[config.mk]
export PLATFORM = sky130hd
export DESIGN_NAME = multicycle_mips
export DESIGN_NICKNAME = d
export VERILOG_FILES = /design/src/rtl/multicycle_mips.sv
export SDC_FILE = /design/constraint.sdc
export NUM_CORES = 2
export LEC_CHECK = 0
export CORE_AREA = 2 2 535 537
export CTS_BUF_LIST = sky130_fd_sc_hd__clkbuf_8
export CTS_CLUSTER_DIAMETER = 80
export DETAILED_ROUTE_END_ITERATION = 12
export DIE_AREA = 0 0 537 539
export GPL_ROUTABILITY_DRIVEN = 0
export PLACE_DENSITY = 0.37
export RECOVER_POWER = 100
export SLEW_MARGIN = 20
export SYNTH_ARGS = -nofsm -noshare
export SYNTH_HDL_FRONTEND = slang
export SYNTH_SLANG_ARGS = --single-unit
[constraint.sdc]
create_clock -name clk -period 3.6 [get_ports clk]
set_input_delay 0.54 -clock clk [delete_from_list [all_inputs] [get_ports clk]]
set_output_delay 0.54 -clock clk [all_outputs]
set_load 0.01 [all_outputs]
[src/rtl/multicycle_mips.sv]
// Multi-cycle MIPS core (add/sub/and/or/slt, lw, sw, beq, j, jal, jr) with one shared ALU
// sequenced by a FETCH/DECODE/EXEC/MEM/WB state machine and handshaked memories.
module multicycle_mips #(
    parameter int          DATA_W   = 32,
    parameter int          DADDR_W  = 7,
    parameter logic [31:0] RESET_PC = 32'h0000_0000,
    parameter int          NUM_REGS = 32
) (
    input  logic               clk,
    input  logic               rst_n,
    output logic [31:0]        IR_addr,
    output logic               IR_req,
    input  logic [31:0]        IR,
    input  logic               IR_valid,
    output logic               CEN,
    output logic               WEN,
    output logic               OEN,
    output logic [DADDR_W-1:0] A,
    output logic [DATA_W-1:0]  ReadData2,
    input  logic [DATA_W-1:0]  ReadDataMem,
    input  logic               mem_ready,
    output logic [DATA_W-1:0]  RF_writedata,
    output logic               retire
);
    localparam int RW = (NUM_REGS > 1) ? $clog2(NUM_REGS) : 1;

    localparam logic [5:0] OP_RTYPE = 6'b000000;
    localparam logic [5:0] OP_J     = 6'b000010;
    localparam logic [5:0] OP_JAL   = 6'b000011;
    localparam logic [5:0] OP_BEQ   = 6'b000100;
    localparam logic [5:0] OP_LW    = 6'b100011;
    localparam logic [5:0] OP_SW    = 6'b101011;
    localparam logic [5:0] FN_ADD   = 6'b100000;
    localparam logic [5:0] FN_SUB   = 6'b100010;
    localparam logic [5:0] FN_AND   = 6'b100100;
    localparam logic [5:0] FN_OR    = 6'b100101;
    localparam logic [5:0] FN_SLT   = 6'b101010;
    localparam logic [5:0] FN_JR    = 6'b001000;
    localparam logic [4:0] RA_IDX   = 5'd31;

    typedef enum logic [2:0] {
        FETCH  = 3'd0,
        DECODE = 3'd1,
        EXEC   = 3'd2,
        MEM    = 3'd3,
        WB     = 3'd4
    } state_t;

    state_t            state_r, next_state_s;
    logic [31:0]       pc_r, pc_next_s, ir_r;
    logic [DATA_W-1:0] a_r, b_r, imm_r, alu_out_r, mdr_r;
    logic [DATA_W-1:0] regs_r [NUM_REGS];
    logic              ir_req_r, cen_r, wen_r, retire_r;
    logic [DATA_W-1:0] rf_wd_r;

    logic [5:0]        opcode_s, funct_s;
    logic [RW-1:0]     rs_s, rt_s, rd_s, ra_s;
    logic              is_rtype_s, is_alu_r_s, is_jr_s, is_lw_s, is_sw_s;
    logic              is_beq_s, is_jump_s, is_jal_s;
    logic [DATA_W-1:0] alu_res_s, rf_wdata_s;
    logic [RW-1:0]     rf_waddr_s;
    logic              rf_we_s, retire_s;

    // Field extraction and instruction classification from the latched instruction
    always_comb begin
        opcode_s   = ir_r[31:26];
        funct_s    = ir_r[5:0];
        rs_s       = ir_r[21 +: RW];
        rt_s       = ir_r[16 +: RW];
        rd_s       = ir_r[11 +: RW];
        ra_s       = RA_IDX[RW-1:0];
        is_rtype_s = (opcode_s == OP_RTYPE);
        is_jr_s    = is_rtype_s && (funct_s == FN_JR);
        is_lw_s    = (opcode_s == OP_LW);
        is_sw_s    = (opcode_s == OP_SW);
        is_beq_s   = (opcode_s == OP_BEQ);
        is_jal_s   = (opcode_s == OP_JAL);
        is_jump_s  = (opcode_s == OP_J) || is_jal_s;
        is_alu_r_s = 1'b0;
        case (funct_s)
            FN_ADD, FN_SUB, FN_AND, FN_OR, FN_SLT: is_alu_r_s = is_rtype_s;
            default:                               is_alu_r_s = 1'b0;
        endcase
    end

    // Shared ALU: register ops for R-type, base+offset for loads/stores
    always_comb begin
        alu_res_s = a_r + imm_r;
        if (is_alu_r_s) begin
            case (funct_s)
                FN_ADD:  alu_res_s = a_r + b_r;
                FN_SUB:  alu_res_s = a_r - b_r;
                FN_AND:  alu_res_s = a_r & b_r;
                FN_OR:   alu_res_s = a_r | b_r;
                FN_SLT:  alu_res_s = {{(DATA_W-1){1'b0}}, ($signed(a_r) < $signed(b_r))};
                default: alu_res_s = a_r + b_r;
            endcase
        end else begin
            alu_res_s = a_r + imm_r;
        end
    end

    // Next-state, PC update, register-file write and retire decisions
    always_comb begin
        next_state_s = state_r;
        pc_next_s    = pc_r;
        rf_we_s      = 1'b0;
        rf_waddr_s   = rd_s;
        rf_wdata_s   = alu_out_r;
        retire_s     = 1'b0;
        case (state_r)
            FETCH: begin
                if (IR_valid) begin
                    next_state_s = DECODE;
                    pc_next_s    = pc_r + 32'd4;
                end else begin
                    next_state_s = FETCH;
                end
            end
            DECODE: next_state_s = EXEC;
            EXEC: begin
                if (is_alu_r_s) begin
                    next_state_s = WB;
                end else if (is_lw_s || is_sw_s) begin
                    next_state_s = MEM;
                end else begin
                    // Control transfers and unknown encodings all finish here
                    retire_s     = 1'b1;
                    next_state_s = FETCH;
                    if (is_beq_s) begin
                        if (a_r == b_r) begin
                            pc_next_s = pc_r + {imm_r[29:0], 2'b00};
                        end else begin
                            pc_next_s = pc_r;
                        end
                    end else if (is_jump_s) begin
                        pc_next_s  = {pc_r[31:28], ir_r[25:0], 2'b00};
                        rf_we_s    = is_jal_s;
                        rf_waddr_s = ra_s;
                        rf_wdata_s = DATA_W'(pc_r);
                    end else if (is_jr_s) begin
                        pc_next_s = a_r[31:0];
                    end else begin
                        pc_next_s = pc_r;
                    end
                end
            end
            MEM: begin
                if (mem_ready) begin
                    if (is_sw_s) begin
                        retire_s     = 1'b1;
                        next_state_s = FETCH;
                    end else begin
                        next_state_s = WB;
                    end
                end else begin
                    next_state_s = MEM;
                end
            end
            WB: begin
                rf_we_s      = 1'b1;
                rf_waddr_s   = is_lw_s ? rt_s : rd_s;
                rf_wdata_s   = is_lw_s ? mdr_r : alu_out_r;
                retire_s     = 1'b1;
                next_state_s = FETCH;
            end
            default: next_state_s = FETCH;
        endcase
    end

    // State, PC and registered memory-control / retire outputs
    always_ff @(posedge clk or negedge rst_n) begin
        if (!rst_n) begin
            state_r  <= FETCH;
            pc_r     <= RESET_PC;
            ir_req_r <= 1'b1;
            cen_r    <= 1'b1;
            wen_r    <= 1'b1;
            retire_r <= 1'b0;
        end else begin
            state_r  <= next_state_s;
            pc_r     <= pc_next_s;
            ir_req_r <= (next_state_s == FETCH);
            cen_r    <= (next_state_s != MEM);
            wen_r    <= !((next_state_s == MEM) && is_sw_s);
            retire_r <= retire_s;
        end
    end

    // Datapath latches: instruction, operands, immediate, ALU result, load data
    always_ff @(posedge clk or negedge rst_n) begin
        if (!rst_n) begin
            ir_r      <= 32'd0;
            a_r       <= {DATA_W{1'b0}};
            b_r       <= {DATA_W{1'b0}};
            imm_r     <= {DATA_W{1'b0}};
            alu_out_r <= {DATA_W{1'b0}};
            mdr_r     <= {DATA_W{1'b0}};
        end else begin
            if ((state_r == FETCH) && IR_valid) begin
                ir_r <= IR;
            end
            if (state_r == DECODE) begin
                a_r   <= regs_r[rs_s];
                b_r   <= regs_r[rt_s];
                imm_r <= {{(DATA_W-16){ir_r[15]}}, ir_r[15:0]};
            end
            if (state_r == EXEC) begin
                alu_out_r <= alu_res_s;
            end
            if ((state_r == MEM) && mem_ready && is_lw_s) begin
                mdr_r <= ReadDataMem;
            end
        end
    end

    // Register file; index 0 is never written so it always reads zero
    always_ff @(posedge clk or negedge rst_n) begin
        if (!rst_n) begin
            for (int i = 0; i < NUM_REGS; i++) begin
                regs_r[i] <= {DATA_W{1'b0}};
            end
            rf_wd_r <= {DATA_W{1'b0}};
        end else if (rf_we_s && (rf_waddr_s != {RW{1'b0}})) begin
            regs_r[rf_waddr_s] <= rf_wdata_s;
            rf_wd_r            <= rf_wdata_s;
        end
    end

    assign IR_addr      = pc_r;
    assign IR_req       = ir_req_r;
    assign CEN          = cen_r;
    assign WEN          = wen_r;
    assign OEN          = 1'b0;
    assign A            = alu_out_r[DADDR_W+1:2];
    assign ReadData2    = b_r;
    assign RF_writedata = rf_wd_r;
    assign retire       = retire_r;

endmodule
== Word level (Yosys, flattened, before mapping) ==
Cells that the tools add are included.

* Bits in registers: 1271
* Latch bits: 0
* Memory bits (writable): 0
* Bits in read-only memories: 0
* Input bits: 68
* Output and inout bits: 108
* Logic and storage cells: 152
* Memories kept: 0

* Add/subtract/negate cells: 5
* Multipliers: 0
* Divide/modulo/power cells: 0
* $lt $le $gt $ge: 5
* Eq/ne operators: 25
* Shift-type cells: 0
* Mux-type cells: 48
* Bitwise gates (word level): 5
* Reductions and logical operators: 18

{| class="wikitable"
|+ Operators with widths
! cell !! count
|-
| $bwmux 1024 || 1
|-
| $mux 32 || 18
|-
| $bmux 32 s5 || 2
|-
| $demux 32 s5 || 1
|-
| $pmux 32 s2 || 2
|-
| $pmux 32 s4 || 1
|-
| $add 32x32->32 || 3
|-
| $eq 6x6->1 const B || 7
|-
| $add 32x3->32 const B || 1
|-
| $and 32x32->32 || 1
|-
| $eq 32x32->1 || 1
|-
| $lt 32x32->1 || 1
|-
| $or 32x32->32 || 1
|-
| $sub 32x32->32 || 1
|-
| $mux 5 || 5
|-
| $ge 6x6->1 const B || 3
|-
| $not 5->6 || 3
|-
| $eq 6x2->1 const B || 2
|-
| $pmux 3 s4 || 1
|-
| $mux 1 || 10
|-
| $pmux 5 s2 || 1
|-
| $eq 3x2->1 const B || 3
|-
| $mux 3 || 3
|-
| $ne 3x3->1 const B || 3
|-
| other kinds (21) || 31
|}

== Logic depth before layout (Yosys ltp) ==
* Depth in word-level cells: 13
* Gate-level depth with buffers: 14
* Gate-level depth less buffers: 13

== Worst setup path before layout ==
Ideal clock, no wire load.

* Kind: register to register
* From: register imm_r[15] (netlist name)
* To: register pc_r[31] (netlist: IR_addr[31])
* Library setup time: 129 ps
* Arrival: 3185 ps
* Data required time: 3471 ps
* Setup slack: 286 ps
* Stages on the path, launching flop included: 10
* Buffers on the path: 0
* Period minus slack after synthesis: 3314 ps
* Cells stage by stage: dfrtp_1 -> ha_1 -> and2_1 -> or4b_2 -> nor4b_1 -> o31ai_1 -> a21oi_1 -> xnor2_1 -> a222oi_1 -> o2bb2ai_1

* Cells in the longest elaborated chain, start to end: 6

{| class="wikitable"
|+ Ends and longest elaborated chain
! item !! RTL line !! RTL
|-
| $add 32x32->32 || 132 || <nowiki>pc_next_s = pc_r + {imm_r[29:0], 2'b00};</nowiki>
|-
| $mux 32 || 131 || <nowiki>if (a_r == b_r) begin</nowiki>
|-
| $mux 32 || 130 || <nowiki>if (is_beq_s) begin</nowiki>
|-
| $mux 32 || 124 || <nowiki>end else if (is_lw_s || is_sw_s) begin</nowiki>
|-
| $mux 32 || 122 || <nowiki>if (is_alu_r_s) begin</nowiki>
|-
| $pmux 32 s2 || 111 || <nowiki>case (state_r)</nowiki>
|-
| end signal: assignment || 182 || <nowiki>pc_r <= pc_next_s;</nowiki>
|-
| end: declaration || 50 || <nowiki>logic [31:0] pc_r, pc_next_s, ir_r;</nowiki>
|}

No other way between the ends. The select of a mux whose other input is x is not followed.
A chain may end at the register's enable or synchronous reset.

== Worst setup path after layout ==
* From: register a_r[2]
* To: register alu_out_r[28]

* Cells in the longest elaborated chain, start to end: 3
* Elaborated cells on any way between the ends: 5
* Classes of those cells: add/sub: 3; mux: 2

{| class="wikitable"
|+ Ends and longest elaborated chain
! item !! RTL line !! RTL
|-
| start: declaration || 51 || <nowiki>logic [DATA_W-1:0] a_r, b_r, imm_r, alu_out_r, mdr_r;</nowiki>
|-
| start signal: assignment || 194 || <nowiki>a_r <= {DATA_W{1'b0}};</nowiki>
|-
| start signal: assignment || 204 || <nowiki>a_r <= regs_r[rs_s];</nowiki>
|-
| $add 32x32->32 / $sub 32x32->32 (equally long branches) || 91, 96, 92 ||
|-
| $pmux 32 s4 || 90 || <nowiki>case (funct_s)</nowiki>
|-
| $mux 32 (*) || 89 || <nowiki>if (is_alu_r_s) begin</nowiki>
|-
| end signal: assignment || 197 || <nowiki>alu_out_r <= {DATA_W{1'b0}};</nowiki>
|-
| end signal: assignment || 209 || <nowiki>alu_out_r <= alu_res_s;</nowiki>
|-
| end: declaration || 51 ||
|}

Every way passes the cells marked *; elsewhere a longest branch is shown, timed or not.

==> results.ini <==
[outcome]
run_status = complete, but fails checks
failed_checks = capacitance limit, slew limit

[job]
drv.max_cap_violation_count = 12

[worst_setup_path]
path_max_fanout = 4
crit_start = a_r[2]
cp.arrival_ps = 4420
endpoint_kind = flip-flop
worstReg2RegStart = a_r[2]
timing_worst_setup_path_type = reg -> reg
startpoint_type = flip-flop
crit_required_ps = 4530

[routing]
route.antenna.remaining_nets = 0
viasPerCell = 5.095
drt_iter0_markers = 4222
routed_wire_length_per_instance_um = 27.71
firstDrtPassIters = 5
vias = 55230
drcViolationCount = 0
drt-total-wl_mm = 300.4

[synthesis]
netlist_instances = 6540
synth_top_family_by_area = multiplexers
synth_simple_gate_area_share_pct = 9.939
yosys-top-cells-count = dfrtp_1 (1268), a21oi_1 (865), nor2_1 (800)
number_of_flops_mapped_to_enable_cells_by_yosys = 0
synth_xor_area_share_pct = 0.6449
synthMuxAreaShare_pct = 22.74
yosysWarningCount = 0
synth_top_cell_area_share_pct = 44.93
synth_fp_nets = 6769
synth.cell_area_mm2 = 0.07063
yosys.area_share.adder_pct = 2.895
register_area_share_after_synthesis_pct = 45.04
avgSynthCellArea_um2 = 10.80
postSynth.topFlopCell = dfrtp_1
ys_async_sr_fraction_pct = 100.0
synth_top_cell_by_area = dfrtp_1
synth.lib_cells_used.distinct = 99
postSynthRegisterBits = 1271
most_used_standard_cell_by_instance_count_after_synthesis = dfrtp_1
synth_compound_area_share_pct = 14.61
synth.area.top_cells = dfrtp_1 (45%), mux4_2 (20%), a21oi_1 (6.1%)

[floorplanning]
core_area_mm2 = 0.2840
start_util_pct = 24.87
num_rows = 196
die_footprint_mm2 = 0.2894
die_height_um = 539
design.portCount = 176
die_w_um = 537

[pwr]
cellLeakagePower_nw = 36.57
ir_worst_vdd_uv = 441.1
pwr_density_cell_mw_per_mm2 = 915.8

[grt]
pin_count_of_the_biggest_net_entering_global_routing = 89
wire_length_of_the_first_global_routing_pass_mm = 431.8
grtUsageTotal_pct = 20.53
grt_antenna_before_repair = 20
grt_pass1_vias = 56180
grt_overflow_total = 0

[sta]
worst_hold_slack_ps = 84.47
finalHoldViolations = 0
finClkSkew_ps = 165.6
achievable-frequency_mhz = 286.7
setup_viol = 0
fin_crit_sh_pct = 96.90
finalMaxSlewViolations = 631
slew_headroom_pct = -63.43
final.min_clock_period_ps = 3489
tightestPinTransition_ps = 2451

[cts]
tritoncts_clock_tree = yes
root_buffer = clkbuf_8
h_tree_depth_reported_by_cts = 4
cts.sink_count = 1271
clk_transition_reported_paths_ps = 80
clock_latency_ps = 1080
cts-root-to-sink-buffers = 4
cts_inserted_buffers = 246

[worst_hold_path]
holdCritStartpoint = ReadDataMem[26]
worstHoldPathType = in -> reg

[placement]
buffer_ports.inserted = 174
placed_area_mm2 = 0.08053
hpwlAfterDp_mm = 207.1

[finish]
final_net_count = 7106
share_of_layout_cells_above_drive_strength_1_pct = 24.08
syn2layout_area_growth_pct = 21.27
stdcell_area_mm2 = 0.08565

## critical path: stages, from the launching register on
cell and delay (ps):
dfrtp_1 420, buf_4 170, ha_1 340, nor2b_1 160
o31a_1 310, o31ai_4 350, a21oi_1 160, a2111oi_1 380
buf_4 220, nor4bb_4 60, o41ai_1 460, xnor2_1 180
a31oi_1 60, nor3_1 130
## metal layers
metal	share of wire, %	up-vias	routed length (um)	GRT usage (%)
met4	2.8	2	8538	5.607
met5	0.0043	-	13	0
li1	-	24610	-	-
met1	45	28550	135400	28.53
met3	5.0	412	15140	2.819
met2	47	1660	141300	33.31
## final cells by class
type,instances,area [um^2]
fill,29220,198300
multi-input combinational,4531,36550
sequential,1271,31850
timing repair buffer,698,6948
tap,3762,4707
clock buffer,315,4335
clock inverter,129,759.5
inverter,129,484.2
antenna,6,15.01
## flip-flops by register name, summed over array words and instances, names as in the netlist
register,count
IR_addr,32
alu_out_r,32
CEN,1
a_r,32
regs_r,1024
mdr_r,32
imm_r,16
RF_writedata,32
retire,1
ir_r,32
state_r,3
ReadData2,32
WEN,1
IR_req,1
## stage by stage
stage               util [%]  power, W  TNS, ps  std cells  worst slack, ps
floorplan                  -   0.04565        0       6540            285.7
global placement       28.35   0.06316   -669.5      10370           -164.5
detailed placement     28.36   0.06330   -344.8      10370           -161.1
CTS                    30.20   0.07915        0      10830            18.94
global route           30.16   0.08332   -18.45      10840           -18.45
finish                 30.16   0.07844        0      10840            111.5
## logic make-up (layout without fill, tap and decap cells)
kind of cell / after synthesis / count (layout)
flip-flops: 1271 / 1271
other: 1 / 7
AO/OA/AOI/OAI: 1837 / 1837
XOR/XNOR: 52 / 52
buffers and inverters: 738 / 1271
adder cells (fa/ha/maj): 161 / 161
AND/OR/NAND/NOR: 1685 / 1685
multiplexers: 795 / 795
## path summary, 6_finish.rpt
path | end | slack, ps | cells after the start
worst min-delay path | mdr_r[26] | 80 | 2
min in group asynchronous | regs_r[563] | 100 | 2
worst max-delay path | alu_out_r[28] | 110 | 13
max in group asynchronous | regs_r[988] | 610 | 4
worst max register to register | alu_out_r[28] | 110 | 13
worst min register to register | regs_r[999] | 390 | 0
## cells in the final DEF, fill, tap and decap left out, types with 31 or more instances in the layout
master	netlist	routed
dfrtp_1	1268	1254
a21oi_1	865	831
nor2_1	800	798
mux4_2	640	640
nand2_1	641	634
o21ai_0	559	552
buf_4	10	361
clkbuf_8	0	315
inv_1	127	206
ha_1	157	155
dlygate4sd3_1	0	114
buf_12	0	102
mux2i_1	79	78
mux2_2	76	75
clkdlybuf4s50_1	0	70
o21ai_1	47	52
nand3_1	48	45
nor3_1	40	37
clkinv_2	0	37
a211oi_1	36	35
xnor2_1	34	34
a21o_1	31	31
## what timing repair did
action,4_1_cts,5_1_grt
gates resized for setup,8,34
hold buffers,11,0
buffers inserted,0,3
cloned,0,0
endpoints found under the setup margin,7,44
pin swaps,0,8
endpoints found under the hold margin,300,0
## power by group
| part | leakage [nW] | internal (W) | switching, W | total, W |
|---|---|---|---|---|
| Combinational | 16.4 | 0.0172 | 0.0239 | 0.0411 |
| Clock | 2.96 | 0.00831 | 0.00697 | 0.0153 |
| Sequential | 17.2 | 0.0182 | 0.00386 | 0.0221 |
| Total | 36.6 | 0.0437 | 0.0347 | 0.0784 |
(Power assumes the default switching activity.)
